## src/rtl/fixed_weight_cww_core.sv

```systemverilog
// HQC fixed-weight sampler (constant-weight-word method) fed by an external SHAKE256 stream.
// Define FW_CWW_CYCLE_COUNT_EN to add the cycle_count output.
module fixed_weight_cww_core #(
  parameter parameter_set = "hqc256",
  parameter int N = (parameter_set == "hqc128") ? 17669 :
                    (parameter_set == "hqc192") ? 35851 : 57637,
  parameter int M = (parameter_set == "hqc128") ? 15 : 16,
  parameter int WEIGHT = (parameter_set == "hqc128") ? 75 :
                         (parameter_set == "hqc192") ? 114 : 149,
  parameter int LOG_WEIGHT = $clog2(WEIGHT),
  parameter int SEED_SIZE = 320,
  parameter int MAX_VECTORS = 4
) (
  input  logic                  clk,
  input  logic                  rst,
  input  logic                  start,
  input  logic [3:0]            sk_seed_addr,
  input  logic [31:0]           sk_seed,
  input  logic                  sk_seed_wen,
  input  logic [1:0]            request_another_vector,
  output logic                  done,
  output logic                  valid_vector,
  output logic [M-1:0]          error_loc,
  input  logic                  rd_error_loc,
  input  logic [LOG_WEIGHT-1:0] rd_addr_error_loc,
  output logic                  seed_valid_internal,
  input  logic                  seed_ready_internal,
  output logic [31:0]           din_shake,
  output logic                  shake_out_capture_ready,
  input  logic [31:0]           dout_shake_scrambled,
  output logic                  force_done_shake,
  input  logic                  dout_valid_sh_internal
`ifdef FW_CWW_CYCLE_COUNT_EN
  ,
  output logic [31:0]           cycle_count
`endif
);

  localparam int SEED_WORDS = SEED_SIZE / 32;
  localparam int VCW = $clog2(MAX_VECTORS + 1);
  localparam logic [31:0] OUT_BITS = 32'(32 * WEIGHT * MAX_VECTORS);
  localparam logic [31:0] IN_BITS = 32'(SEED_SIZE);
  localparam logic [M-1:0] N_M = M'(N);
  localparam logic [LOG_WEIGHT-1:0] LAST_IDX = LOG_WEIGHT'(WEIGHT - 1);
  localparam logic [LOG_WEIGHT-1:0] PENULT_IDX = LOG_WEIGHT'(WEIGHT - 2);

  typedef enum logic [3:0] {
    IDLE, FLUSH, HDR0, HDR1, SEED, SQUEEZE, REDUCE, WRITE, DEDUP, DONE
  } state_t;

  state_t state, state_nxt;

  logic [31:0]           seed_ram [SEED_WORDS];
  logic [M-1:0]          loc_ram [WEIGHT];

  logic [3:0]            seed_cnt;
  logic [VCW-1:0]        vec_cnt;
  logic [LOG_WEIGHT-1:0] idx, jdx;
  logic [31:0]           dvd;
  logic [M-1:0]          rem, divisor, cur;
  logic [4:0]            div_cnt;
  logic                  loading;

  logic                  trigger_start, trigger_more;
  logic [M:0]            rem_shift;
  logic                  rem_ge;
  logic [M-1:0]          rem_nxt, pos, loc_rd;
  logic                  dup, last_j;
  logic                  loc_we;
  logic [M-1:0]          loc_wdata;

  always_ff @(posedge clk) begin
    if (rst) state <= IDLE;
    else     state <= state_nxt;
  end

  always_comb begin
    state_nxt               = state;
    seed_valid_internal     = 1'b0;
    din_shake               = '0;
    shake_out_capture_ready = 1'b0;
    force_done_shake        = 1'b0;
    done                    = 1'b0;
    trigger_start           = 1'b0;
    trigger_more            = 1'b0;
    loc_we                  = 1'b0;
    // One restoring-division step: only the remainder is kept.
    rem_shift = {rem, dvd[31]};
    rem_ge    = rem_shift >= {1'b0, divisor};
    rem_nxt   = rem_ge ? M'(rem_shift - {1'b0, divisor}) : rem_shift[M-1:0];
    pos       = M'(idx) + rem;
    loc_rd    = loc_ram[jdx];
    dup       = !loading && (loc_rd == cur);
    last_j    = (jdx == LAST_IDX);
    loc_wdata = pos;
    case (state)
      IDLE: begin
        if (start) begin
          trigger_start = 1'b1;
          state_nxt     = FLUSH;
        end else if (request_another_vector != 2'b00 && valid_vector) begin
          if (vec_cnt >= VCW'(MAX_VECTORS)) begin
            trigger_start = 1'b1;
            state_nxt     = FLUSH;
          end else begin
            trigger_more = 1'b1;
            state_nxt    = SQUEEZE;
          end
        end
      end
      FLUSH: begin
        force_done_shake = 1'b1;
        state_nxt        = HDR0;
      end
      HDR0: begin
        seed_valid_internal = 1'b1;
        din_shake           = OUT_BITS;
        if (seed_ready_internal) state_nxt = HDR1;
      end
      HDR1: begin
        seed_valid_internal = 1'b1;
        din_shake           = IN_BITS;
        if (seed_ready_internal) state_nxt = SEED;
      end
      SEED: begin
        seed_valid_internal = 1'b1;
        din_shake           = seed_ram[seed_cnt];
        if (seed_ready_internal && seed_cnt == 4'(SEED_WORDS - 1)) state_nxt = SQUEEZE;
      end
      SQUEEZE: begin
        shake_out_capture_ready = 1'b1;
        if (dout_valid_sh_internal) state_nxt = REDUCE;
      end
      REDUCE: begin
        if (div_cnt == 5'd31) state_nxt = WRITE;
      end
      WRITE: begin
        loc_we    = 1'b1;
        state_nxt = (idx == LAST_IDX) ? DEDUP : SQUEEZE;
      end
      DEDUP: begin
        if (dup) begin
          loc_we    = 1'b1;
          loc_wdata = M'(idx);
        end
        if (!loading && (dup || last_j) && idx == '0) state_nxt = DONE;
      end
      DONE: begin
        done      = 1'b1;
        state_nxt = IDLE;
      end
      default: state_nxt = IDLE;
    endcase
  end

  always_ff @(posedge clk) begin
    if (rst) begin
      valid_vector <= 1'b0;
      error_loc    <= '0;
      seed_cnt     <= '0;
      vec_cnt      <= '0;
      idx          <= '0;
      jdx          <= '0;
      dvd          <= '0;
      rem          <= '0;
      divisor      <= '0;
      cur          <= '0;
      div_cnt      <= '0;
      loading      <= 1'b0;
    end else begin
      if (rd_error_loc) error_loc <= loc_ram[rd_addr_error_loc];
      case (state)
        IDLE: begin
          if (trigger_start) begin
            valid_vector <= 1'b0;
            vec_cnt      <= '0;
            seed_cnt     <= '0;
            idx          <= '0;
          end else if (trigger_more) begin
            valid_vector <= 1'b0;
            idx          <= '0;
          end
        end
        SEED: if (seed_ready_internal) seed_cnt <= seed_cnt + 4'd1;
        SQUEEZE: begin
          if (dout_valid_sh_internal) begin
            dvd     <= dout_shake_scrambled;
            rem     <= '0;
            divisor <= N_M - M'(idx);
            div_cnt <= '0;
          end
        end
        REDUCE: begin
          rem     <= rem_nxt;
          dvd     <= {dvd[30:0], 1'b0};
          div_cnt <= div_cnt + 5'd1;
        end
        WRITE: begin
          if (idx == LAST_IDX) begin
            idx     <= PENULT_IDX;
            jdx     <= PENULT_IDX;
            loading <= 1'b1;
          end else begin
            idx <= idx + 1'b1;
          end
        end
        DEDUP: begin
          // A load cycle fetches loc[i] through the scan port before j starts at i+1.
          if (loading) begin
            cur     <= loc_rd;
            jdx     <= jdx + 1'b1;
            loading <= 1'b0;
          end else if (dup || last_j) begin
            if (idx != '0) begin
              idx     <= idx - 1'b1;
              jdx     <= idx - 1'b1;
              loading <= 1'b1;
            end
          end else begin
            jdx <= jdx + 1'b1;
          end
        end
        DONE: begin
          valid_vector <= 1'b1;
          vec_cnt      <= vec_cnt + 1'b1;
        end
        default: ;
      endcase
    end
  end

  always_ff @(posedge clk) begin
    if (sk_seed_wen && state == IDLE && sk_seed_addr < 4'(SEED_WORDS))
      seed_ram[sk_seed_addr] <= sk_seed;
  end

  always_ff @(posedge clk) begin
    if (loc_we && !rst) loc_ram[idx] <= loc_wdata;
  end

`ifdef FW_CWW_CYCLE_COUNT_EN
  always_ff @(posedge clk) begin
    if (rst)                                cycle_count <= '0;
    else if (trigger_start || trigger_more) cycle_count <= '0;
    else if (state != IDLE)                 cycle_count <= cycle_count + 32'd1;
  end
`endif

endmodule

```

## config.mk

```make
export PLATFORM = sky130hd
export DESIGN_NAME = fixed_weight_cww_core
export DESIGN_NICKNAME = d
export VERILOG_FILES = /design/src/rtl/fixed_weight_cww_core.sv
export SDC_FILE = /design/constraint.sdc
export NUM_CORES = 2
export LEC_CHECK = 0
export BUFFER_PORTS_ARGS = -buffer_cell sky130_fd_sc_hd__buf_4
export CAP_MARGIN = 0
export CORE_MARGIN = 2
export CORE_UTILIZATION = 45
export DETAILED_ROUTE_END_ITERATION = 8
export PLACE_DENSITY = 0.58
export RECOVER_POWER = 100
export SETUP_SLACK_MARGIN = 0.02
export SYNTH_ARGS = -nofsm -noshare
export SYNTH_HDL_FRONTEND = slang
export SYNTH_SLANG_ARGS = --single-unit
```

## constraint.sdc

```tcl
create_clock -name clk -period 11.6 [get_ports clk]
set_input_delay 2.32 -clock clk [delete_from_list [all_inputs] [get_ports clk]]
set_output_delay 2.32 -clock clk [all_outputs]
set_load 0.01 [all_outputs]
```

==> impl_metrics.xml <==
<?xml version="1.0" encoding="UTF-8"?>
<metrics>
  <group name="die">
    <metric name="placeableCoreArea" unit="µm²">290000</metric>
    <metric name="die_height" unit="µm">543</metric>
    <metric name="initial_utilization" unit="">0.451</metric>
    <metric name="dieWidth" unit="µm">543</metric>
    <metric name="dieArea" unit="µm²">295000</metric>
    <metric name="pin_count" unit="">138</metric>
    <metric name="num_rows" unit="">198</metric>
  </group>
  <group name="pwr">
    <metric name="p_per_area" unit="nW/µm²">153</metric>
    <metric name="vdd_ir_drop_max" unit="mV">0.136</metric>
    <metric name="total_leakage_power" unit="nW">45.2</metric>
  </group>
  <group name="timing">
    <metric name="setup_repair_after_global_routing_missed_its_margin" unit="">false</metric>
    <metric name="skew" unit="ns">0.0573</metric>
    <metric name="fmax" unit="GHz">0.100</metric>
    <metric name="finalMaxSlewViolations" unit="">1689</metric>
    <metric name="final_critical_path_setup_slack" unit="ns">1.63</metric>
    <metric name="setup-tns-final" unit="ns">0</metric>
    <metric name="setup_violations" unit="">0</metric>
    <metric name="worst-slew-pin-transition" unit="ns">3.82</metric>
    <metric name="worst_hold_slack" unit="ns">0.454</metric>
    <metric name="post-route-period-util" unit="">0.859</metric>
    <metric name="period_minus_slack" unit="ns">9.97</metric>
    <metric name="slew-limit-headroom" unit="">-1.55</metric>
    <metric name="hold_viol" unit="">0</metric>
  </group>
  <group name="status">
    <metric name="run_status" unit="">finished, violations left</metric>
    <metric name="failing_checks" unit="">max-capacitance violations, max-slew violations</metric>
  </group>
  <group name="setup_path">
    <metric name="critical_path_arrival" unit="ns">10.46</metric>
    <metric name="worst-setup-path-type" unit="">reg -&gt; reg</metric>
    <metric name="worstSetupEndpointType" unit="">register</metric>
    <metric name="timing.critical_path.from_type" unit="">register</metric>
    <metric name="critPathRequiredTime" unit="ns">12.09</metric>
    <metric name="worst-path-max-fanout" unit="">31</metric>
  </group>
  <group name="grt">
    <metric name="first_global_vias" unit="">76900</metric>
    <metric name="global_route.usage.met3" unit="">0.0904</metric>
    <metric name="grt_remaining_overflow" unit="">0</metric>
    <metric name="globalRouteMet1Util" unit="">0.419</metric>
    <metric name="grt_busiest_layer" unit="">met2</metric>
    <metric name="number_of_antenna_violations_at_the_first_check_in_global_routing" unit="">52</metric>
    <metric name="grt_use_total" unit="">0.309</metric>
    <metric name="largest_net_degree_at_the_start_of_global_routing" unit="">150</metric>
    <metric name="grt_first_pass_wirelength" unit="µm">632000</metric>
    <metric name="gr-usage-met2" unit="">0.454</metric>
  </group>
  <group name="final_layout">
    <metric name="nets_final" unit="">7420</metric>
    <metric name="fraction_of_final_layout_cells_with_drive_strength_greater_than_1" unit="">0.282</metric>
    <metric name="syn2layout_area_growth" unit="%">12.3</metric>
    <metric name="final.fill_count" unit="">23700</metric>
    <metric name="utilization" unit="">0.507</metric>
  </group>
  <group name="cts">
    <metric name="number_of_gates_given_a_new_drive_strength_after_cts" unit="">0</metric>
    <metric name="tritoncts.num_buffers" unit="">318</metric>
    <metric name="cts_post_setup_buffers_inserted" unit="">0</metric>
    <metric name="ctsHoldBuffers" unit="">0</metric>
    <metric name="cts.htree.levels" unit="">5</metric>
    <metric name="ctsLongestPathBuffers" unit="">4</metric>
    <metric name="ctsRootBufferMaster" unit="">sky130_fd_sc_hd__clkbuf_16</metric>
    <metric name="cts_sinks" unit="">2840</metric>
    <metric name="worst_skew_pair.late_latency" unit="ns">0.95</metric>
    <metric name="cts_tree" unit="">built</metric>
    <metric name="clk_pin_slew" unit="ns">0.06</metric>
  </group>
  <group name="yosys">
    <metric name="synthesis.area_per_instance" unit="µm²">18.5</metric>
    <metric name="synth_edf_count" unit="">2704</metric>
    <metric name="synth.yosys.seq_area_share" unit="">0.641</metric>
    <metric name="synth-main-ff-cell" unit="">sky130_fd_sc_hd__edfxtp_1</metric>
    <metric name="ys_async_sr_fraction" unit="">0</metric>
    <metric name="synth.top_cell.area_share" unit="">0.620</metric>
    <metric name="synth.area.top_cells" unit="">sky130_fd_sc_hd__edfxtp_1, sky130_fd_sc_hd__mux4_2, sky130_fd_sc_hd__mux2i_1</metric>
    <metric name="ys_seq_elements" unit="">2840</metric>
    <metric name="cell_area_after_synthesis" unit="µm²">131000</metric>
    <metric name="synthesis.nets" unit="">7213</metric>
    <metric name="synthesis.yosys.warnings" unit="">0</metric>
    <metric name="syn_inst" unit="">7089</metric>
    <metric name="synth_cell_types" unit="">86</metric>
    <metric name="yosysTopAreaCell" unit="">sky130_fd_sc_hd__edfxtp_1</metric>
  </group>
  <group name="detailed_routing">
    <metric name="dr.pass1.iters" unit="">7</metric>
    <metric name="detailroute.via_count" unit="">78500</metric>
    <metric name="drt-total-wl" unit="µm">459000</metric>
    <metric name="detail_route.vias_per_cell" unit="">6.85</metric>
    <metric name="routed_wire_length_per_instance" unit="µm">40.1</metric>
    <metric name="post-route-drc-count" unit="">0</metric>
    <metric name="route.antenna.remaining_nets" unit="">0</metric>
    <metric name="drt_iter0_markers" unit="">11800</metric>
  </group>
  <group name="place">
    <metric name="place.port_buffers" unit="">137</metric>
    <metric name="routabilityCongestion" unit="">0.992</metric>
    <metric name="detailedPlacementHpwl" unit="µm">295000</metric>
    <metric name="preCtsSetupSlack" unit="ns">2.70</metric>
  </group>
  <group name="min_path">
    <metric name="worstHoldPathType" unit="">reg -&gt; reg</metric>
  </group>
  <group name="run">
    <metric name="timing.max_cap.violations" unit="">55</metric>
  </group>
</metrics>
area by class of cell:
cell class	count	area (µm²)	area share
antenna	15	37.5	0.000255
timing repair buffer	422	2810	0.0191
clock inverter	177	1860	0.0126
multi-input combinational	3661	45000	0.306
sequential	2840	83900	0.571
inverter	53	200	0.00136
clock buffer	392	8370	0.0569
tap	3900	4880	0.0332
stage by stage:
step | area, µm² | power [mW] | std cells
2_1_floorplan | 131000 | 12.2 | 7089
3_3_place_gp | 138000 | 12.7 | 10900
4_1_cts | 148000 | 22.7 | 11400
6_report | 147000 | 22.5 | 11500
5_1_grt | 147000 | 23.1 | 11400
3_5_place_dp | 138000 | 12.7 | 10900
cell usage after synthesis (all sizes together) (17+ instances only):
library cell / n
nor2b: 66
a22oi: 143
clkbuf: 259
nand2b: 27
a221oi: 21
inv: 52
buf: 276
nand4: 27
mux2i: 448
a211oi: 96
nor4: 23
a21oi: 140
dfxtp: 136
ha: 37
and3: 22
nand2: 321
xor2: 21
a311oi: 37
edfxtp: 2704
nand3: 76
mux4: 1250
a31oi: 25
o22ai: 51
o211ai: 34
a2111oi: 18
mux2: 46
nor3: 54
and2: 17
nor2: 328
xnor2: 28
o21ai: 109
final timing paths:
check	start	to	slack [ns]	cells past startpoint
min	divisor[7]	divisor[7]	0.45	2
max	register	loc_ram[83][3]	1.63	16
min reg2reg	divisor[7]	divisor[7]	0.45	2
max reg2reg	register	loc_ram[83][3]	1.63	16
cells in the final DEF (no fill, tap or decap), types with 51 or more instances in the layout:
cell type	instances
sky130_fd_sc_hd__dfxtp_1	127
sky130_fd_sc_hd__buf_4	205
sky130_fd_sc_hd__o21ai_0	104
sky130_fd_sc_hd__edfxtp_1	2704
sky130_fd_sc_hd__clkinv_1	72
sky130_fd_sc_hd__nand2_1	313
sky130_fd_sc_hd__clkbuf_16	322
sky130_fd_sc_hd__nor2_1	237
sky130_fd_sc_hd__nor2_2	52
sky130_fd_sc_hd__nor2b_1	57
sky130_fd_sc_hd__mux4_2	1250
sky130_fd_sc_hd__nand3_1	73
sky130_fd_sc_hd__o22ai_1	51
sky130_fd_sc_hd__a211oi_1	96
sky130_fd_sc_hd__a22oi_1	143
sky130_fd_sc_hd__mux2i_1	448
sky130_fd_sc_hd__a21oi_1	136
sky130_fd_sc_hd__clkbuf_1	243
state kept, by name, summed over array words and instances (netlist names), named ones only:
name and cells:
valid_vector 1, loading 1, error_loc 16, divisor 10, jdx 8, div_cnt 5
rem 16, seed_ram 320, cur 16, vec_cnt 3, loc_ram 2384, idx 8
state 4, seed_cnt 4, dvd 32
layer usage:
metal | share of wire | up-vias
li1 | - | 30500
met1 | 0.38 | 41600
met2 | 0.44 | 5242
met3 | 0.12 | 1134
met4 | 0.062 | 34
met5 | 0.00056 | -
kinds of logic after synthesis:
group / synth area share
and+or+nand+nor: 0.0354
muxes: 0.253
adders and majority gates: 0.00384
xor gates and xnor gates: 0.00328
AOI/OAI and AO/OA: 0.0436
DFF: 0.641
buffers and inverters: 0.0200
where the power goes:
group,total [mW],switching [mW],internal [mW]
Sequential,11.2,0.0424,11.2
Combinational,1.25,0.764,0.488
Clock,10.1,4.27,5.78
worst max-delay path: stages (launching register included):
cell	delay, ns
sky130_fd_sc_hd__dfxtp_4	0.86
sky130_fd_sc_hd__clkbuf_1	1.65
sky130_fd_sc_hd__buf_4	0.66
sky130_fd_sc_hd__mux4_2	0.37
sky130_fd_sc_hd__nand2_1	0.06
sky130_fd_sc_hd__a21oi_1	0.18
sky130_fd_sc_hd__a2111oi_0	0.09
sky130_fd_sc_hd__buf_4	0.19
sky130_fd_sc_hd__a2111oi_1	0.70
sky130_fd_sc_hd__clkbuf_1	0.40
sky130_fd_sc_hd__o31ai_1	0.18
sky130_fd_sc_hd__a222oi_1	0.40
sky130_fd_sc_hd__nand4_1	0.74
sky130_fd_sc_hd__nor3_4	0.50
sky130_fd_sc_hd__o21ai_0	0.14
sky130_fd_sc_hd__clkbuf_1	0.47
sky130_fd_sc_hd__nor2_1	1.76
No activity file was read; power rests on OpenSTA's default activity.
